**src/rtl/pwm_capture_pkg.sv**
```systemverilog
// Shared types for the PWM capture block: measurement FSM state encoding.
package pwm_capture_pkg;

  typedef enum logic [0:0] {
    ST_IDLE = 1'b0,
    ST_MEAS = 1'b1
  } state_e;

endpackage

```
**src/rtl/pwm_capture_sync_edge_det.sv**
```systemverilog
// Two-flop synchronizer for an asynchronous input plus a delay flop that
// yields single-cycle rise and fall pulses on the synchronized level.
module sync_edge_det (
  input  logic clk,
  input  logic rst,
  input  logic din,
  output logic level,
  output logic rise,
  output logic fall
);

  logic s1_q;
  logic s2_q;
  logic s3_q;

  // NOTE: sequential state uses non-blocking assignments so every flop samples
  // the pre-edge value of its neighbour; blocking here would collapse the chain.
  always_ff @(posedge clk) begin
    if (rst) begin
      s1_q <= 1'b0;
      s2_q <= 1'b0;
      s3_q <= 1'b0;
    end else begin
      s1_q <= din;
      s2_q <= s1_q;
      s3_q <= s2_q;
    end
  end

  assign level = s2_q;
  assign rise  = s2_q & ~s3_q;
  assign fall  = ~s2_q & s3_q;

endmodule

```
**src/rtl/pwm_capture.sv**
```systemverilog
// Measures high time and period of an incoming PWM signal in clk cycles,
// publishing one strobed measurement per period and flagging a stuck line.
module pwm_capture
  import pwm_capture_pkg::*;
#(
  parameter int          CNT_W   = 20,
  parameter int unsigned TIMEOUT = 20'hFFFFF
) (
  input  logic             clk,
  input  logic             rst,
  input  logic             pwm_in,
  output logic [CNT_W-1:0] high_time,
  output logic [CNT_W-1:0] period,
  output logic             meas_valid,
  output logic             stuck,
  output logic             stuck_level
);

  localparam logic [CNT_W-1:0] ONE        = CNT_W'(1);
  localparam logic [CNT_W-1:0] TO_LIMIT   = CNT_W'(TIMEOUT);
  localparam logic [CNT_W-1:0] TO_IDLE_LIM = CNT_W'(TIMEOUT - 1);

  logic pwm_s2;
  logic pwm_rise;
  logic fall_unused;

  sync_edge_det u_sync (
    .clk   (clk),
    .rst   (rst),
    .din   (pwm_in),
    .level (pwm_s2),
    .rise  (pwm_rise),
    .fall  (fall_unused)
  );

  state_e           state_q,       state_d;
  logic [CNT_W-1:0] per_cnt_q,     per_cnt_d;
  logic [CNT_W-1:0] hi_cnt_q,      hi_cnt_d;
  logic [CNT_W-1:0] idle_cnt_q,    idle_cnt_d;
  logic [CNT_W-1:0] high_time_q,   high_time_d;
  logic [CNT_W-1:0] period_q,      period_d;
  logic             meas_valid_q,  meas_valid_d;
  logic             stuck_q,       stuck_d;
  logic             stuck_level_q, stuck_level_d;

  // NOTE: every variable gets its hold/default value first so no path through
  // the case leaves one unassigned, which would otherwise infer a latch.
  always_comb begin
    state_d       = state_q;
    per_cnt_d     = per_cnt_q;
    hi_cnt_d      = hi_cnt_q;
    idle_cnt_d    = idle_cnt_q;
    high_time_d   = high_time_q;
    period_d      = period_q;
    meas_valid_d  = 1'b0;
    stuck_d       = stuck_q;
    stuck_level_d = stuck_level_q;

    case (state_q)
      ST_IDLE: begin
        if (pwm_rise) begin
          per_cnt_d  = ONE;
          hi_cnt_d   = ONE;
          idle_cnt_d = '0;
          stuck_d    = 1'b0;
          state_d    = ST_MEAS;
        end else if (idle_cnt_q == TO_IDLE_LIM) begin
          // The idle counter restarts even while stuck so it never wraps;
          // only the first timeout publishes a stuck event.
          idle_cnt_d = '0;
          if (!stuck_q) begin
            stuck_d       = 1'b1;
            stuck_level_d = pwm_s2;
            period_d      = '0;
            high_time_d   = '0;
            meas_valid_d  = 1'b1;
          end
        end else begin
          idle_cnt_d = idle_cnt_q + ONE;
        end
      end

      ST_MEAS: begin
        if (pwm_rise) begin
          period_d     = per_cnt_q;
          high_time_d  = hi_cnt_q;
          meas_valid_d = 1'b1;
          per_cnt_d    = ONE;
          hi_cnt_d     = ONE;
        end else if (per_cnt_q == TO_LIMIT) begin
          stuck_d       = 1'b1;
          stuck_level_d = pwm_s2;
          period_d      = '0;
          high_time_d   = '0;
          meas_valid_d  = 1'b1;
          idle_cnt_d    = '0;
          state_d       = ST_IDLE;
        end else begin
          per_cnt_d = per_cnt_q + ONE;
          hi_cnt_d  = hi_cnt_q + CNT_W'(pwm_s2);
        end
      end

      default: state_d = ST_IDLE;
    endcase
  end

  always_ff @(posedge clk) begin
    if (rst) begin
      state_q       <= ST_IDLE;
      per_cnt_q     <= '0;
      hi_cnt_q      <= '0;
      idle_cnt_q    <= '0;
      high_time_q   <= '0;
      period_q      <= '0;
      meas_valid_q  <= 1'b0;
      stuck_q       <= 1'b0;
      stuck_level_q <= 1'b0;
    end else begin
      state_q       <= state_d;
      per_cnt_q     <= per_cnt_d;
      hi_cnt_q      <= hi_cnt_d;
      idle_cnt_q    <= idle_cnt_d;
      high_time_q   <= high_time_d;
      period_q      <= period_d;
      meas_valid_q  <= meas_valid_d;
      stuck_q       <= stuck_d;
      stuck_level_q <= stuck_level_d;
    end
  end

  assign high_time   = high_time_q;
  assign period      = period_q;
  assign meas_valid  = meas_valid_q;
  assign stuck       = stuck_q;
  assign stuck_level = stuck_level_q;

endmodule

```
**config.mk**
```make
export PLATFORM = sky130hd
export DESIGN_NAME = pwm_capture
export DESIGN_NICKNAME = d
export VERILOG_FILES = /design/src/rtl/pwm_capture_pkg.sv /design/src/rtl/pwm_capture_sync_edge_det.sv /design/src/rtl/pwm_capture.sv
export SDC_FILE = /design/constraint.sdc
export NUM_CORES = 1
export LEC_CHECK = 0
export ABC_AREA = 1
export CORE_MARGIN = 5
export CORE_UTILIZATION = 50
export CTS_CLUSTER_SIZE = 8
export DETAILED_ROUTE_END_ITERATION = 8
export PLACE_DENSITY = 0.82
export SETUP_SLACK_MARGIN = 0.2
export SYNTH_ARGS = -nofsm -noshare
export SYNTH_HDL_FRONTEND = slang
export SYNTH_SLANG_ARGS = --single-unit
```
**constraint.sdc**
```tcl
create_clock -name clk -period 1.95 [get_ports clk]
set_input_delay 0.2925 -clock clk [delete_from_list [all_inputs] [get_ports clk]]
set_output_delay 0.2925 -clock clk [all_outputs]
set_load 0.02 [all_outputs]
```
==> impl_metrics.tcl <==
set metrics [dict create \
    status "finished clean" \
    final-instance-count-excl-fill 1006 \
    synth.distinct_cells 35 \
    hold_buffers 0 \
    crit_type "register to register" \
    syn-num-nets 791 \
    slew_headroom 0.461 \
    viasPerCell 5.49 \
    worstRegToRegCells 12 \
    pre_cts_ws_ns 0.0190 \
    p_leak_nw 2.37 \
    pwr-share-comb 0.088 \
    grt_max_degree 75 \
    post_drt_wl_per_cell_um 14.5 \
    ant_nets 0 \
    slew_violations 0 \
    cp_max_fo 7 \
    worstPathRequired_ns 2.19 \
    hold_path.class "input port to register" \
    area_growth_pct 28.4 \
    yosys_warnings 0 \
    synth_area_sq_um 5290 \
    worstMarginPinSlew_ns 0.808 \
    cts_buffers 9 \
    die-width_um 113 \
    timing.final.crit_share 0.934 \
    cts_tree "done" \
    p_seq_frac 0.576 \
    power_density_nw_per_um2 567 \
    n_antenna_cell 0 \
    sw_frac_of_total 0.272 \
    fmax_mhz 549 \
    ir_drop_mv 0.317 \
    start_util 0.513 \
    drt_pass1_iterations 7 \
    post-route-min-period_ns 1.82 \
    clk_latency_ns 0.40 \
    finalSetupViolCount 0 \
    setup_tns_ns 0 \
    synth-seq-cells 107 \
    grt_pass1_vias 4872 \
    avgSynthCellArea_sq_um 6.76 \
    numPortBuffers 45 \
    die_h_um 113 \
    grt_overflow_total 0 \
    rows 37 \
    dp_cells 964 \
    cp-end-kind "register" \
    fin_ws_ns 0.128 \
    intPower_mw 2.80 \
    total_power_mw 3.85 \
    vias 5526 \
    final_util 0.658 \
    finalHoldViolations 0 \
    grt_usage 0.215 \
    drc_errors 0 \
    root_buffer "clkbuf_8" \
    fin_skew_ns 0.0228 \
    p_switching_mw 1.05 \
    gp_congestion 0.879 \
    io-pin-count 46 \
    cts_buffer_depth 2 \
    cp-start-kind "register" \
    drive_gt1_frac 0.215 \
    core-area_sq_um 10300 \
    hpwl_mm 8.54 \
    synthCells 783 \
    cts.htree.levels 3 \
    critPathArrivalTime_ns 2.07 \
    drt_iter0_markers 421 \
    drt-total-wl_mm 14.6 \
    path_clk_slew_ns 0.12 \
    whs_path_depth 2 \
    clockPowerShare 0.336 \
    cap_violations 0 \
    seq_area_frac_synth 0.405 \
    antenna_found_initial 0 \
    dieArea_sq_um 12700 \
    rsz0062_at_grt "yes" \
    grt_pass1_wl_mm 22.8 \
    final_nets 873 \
    cts_sinks 107 \
]
==> power by group through the flow <==
stage                     logic, mW  registers (mW)  clock network [mW]
after detailed placement      0.229            2.27                   0
final                         0.338            2.22                1.30
after global routing          0.360            2.22                1.40
after CTS                     0.282            2.22                1.30
after floorplan               0.167            2.27                   0
after global placement        0.229            2.26                   0
==> worst paths after layout <==
check,slack (ns),startpoint,endpoint
worst max-delay path,0.13,per_cnt_q[0],period[14]
worst min-delay path,0.14,rst,per_cnt_q[17]
worst min register to register,0.41,u_sync.s1_q,u_sync.level
worst max register to register,0.13,per_cnt_q[0],period[14]
==> per-stage QoR <==
| stage | hold WS [ns] | area, sq um |
|---|---|---|
| after floorplan | 0.388 | 5290 |
| after global placement | 0.391 | 5990 |
| after global routing | 0.135 | 6800 |
| after detailed placement | 0.410 | 5990 |
| final | 0.144 | 6800 |
| after CTS | 0.131 | 6430 |
==> layout make-up <==
type,count,area [sq um]
clock inverter,6,48.8
sequential,107,2160
timing repair inverter,1,8.76
tap,136,170
fill,839,3530
multi-input combinational,580,3000
inverter,65,269
timing repair buffer,101,1010
clock buffer,10,128
==> cell families (layout without fill, tap and decap cells) <==
| family | after synthesis | in the layout | share of synthesized area |
|---|---|---|---|
| compound gates | 133 | 133 | 0.137 |
| xor+xnor | 8 | 8 | 0.0132 |
| fa+ha+maj | 5 | 5 | 0.0118 |
| buf+inv | 96 | 183 | 0.0757 |
| flops | 107 | 107 | 0.405 |
| simple gates | 434 | 434 | 0.357 |
==> Yosys cell counts, drive strengths merged <==
cell type  number  area share
nor2           85       0.069
nand4          13       0.015
nor4            1      0.0012
a21oi          96       0.099
clkbuf         16       0.012
o2111ai         1      0.0017
buf            15       0.017
or2             7      0.0083
xnor2           4      0.0066
inv            65       0.047
nor3b           1      0.0014
dfxtp         107        0.40
nand3          52       0.050
xor2            4      0.0066
o21bai          3      0.0050
ha              5       0.012
o21ai          33       0.031
nand3b          3      0.0043
nor3            8      0.0076
nand2         264        0.20
==> placed cells by master, fill, tap and decap left out, drive strengths merged, types with 3 or more instances in the layout <==
cell           count
clkdlybuf4s50     43
ha                 5
nand3             52
dfxtp            107
xor2               4
a21oi             96
o21bai             3
clkinv             3
or2                7
clkbuf            11
nand2            264
buf               55
nor3               8
xnor2              4
nor2              85
o21ai             33
nand3b             3
inv               67
nand4             13
==> timing repair <==
action / 4_1_cts / 5_1_grt
endpoints found under the setup margin: 94 / 98
pin swaps: 5 / 17
cloned: 3 / 2
hold endpoints to repair: 0 / 0
setup buffers: 9 / 12
resized for setup: 27 / 82
==> routing by layer <==
metal / global-route usage / share of wire / wire (um)
met1: 0.285 / 0.42 / 6130
met2: 0.359 / 0.48 / 6970
met3: 0.0396 / 0.083 / 1210
met4: 0.0593 / 0.022 / 316
met5: 0 / 0 / 0
==> critical path, stage by stage, from the launching register on <==
cell       delay [ns]
dfxtp_4          0.39
ha_4             0.15
nand2_4          0.06
nor2_4           0.12
nand2_4          0.09
nor2_8           0.13
nand2_4          0.10
nand2_8          0.08
nand3_4          0.11
buf_6            0.16
clkbuf_16        0.17
nand2_2          0.06
a21oi_1          0.05
==> registers in the layout, summed over array words and instances, names as in the netlist, 20 cells and up <==
name        count
hi_cnt_q       20
high_time      20
idle_cnt_q     20
per_cnt_q      20
period         20
No activity file was read; power rests on OpenSTA's default activity.
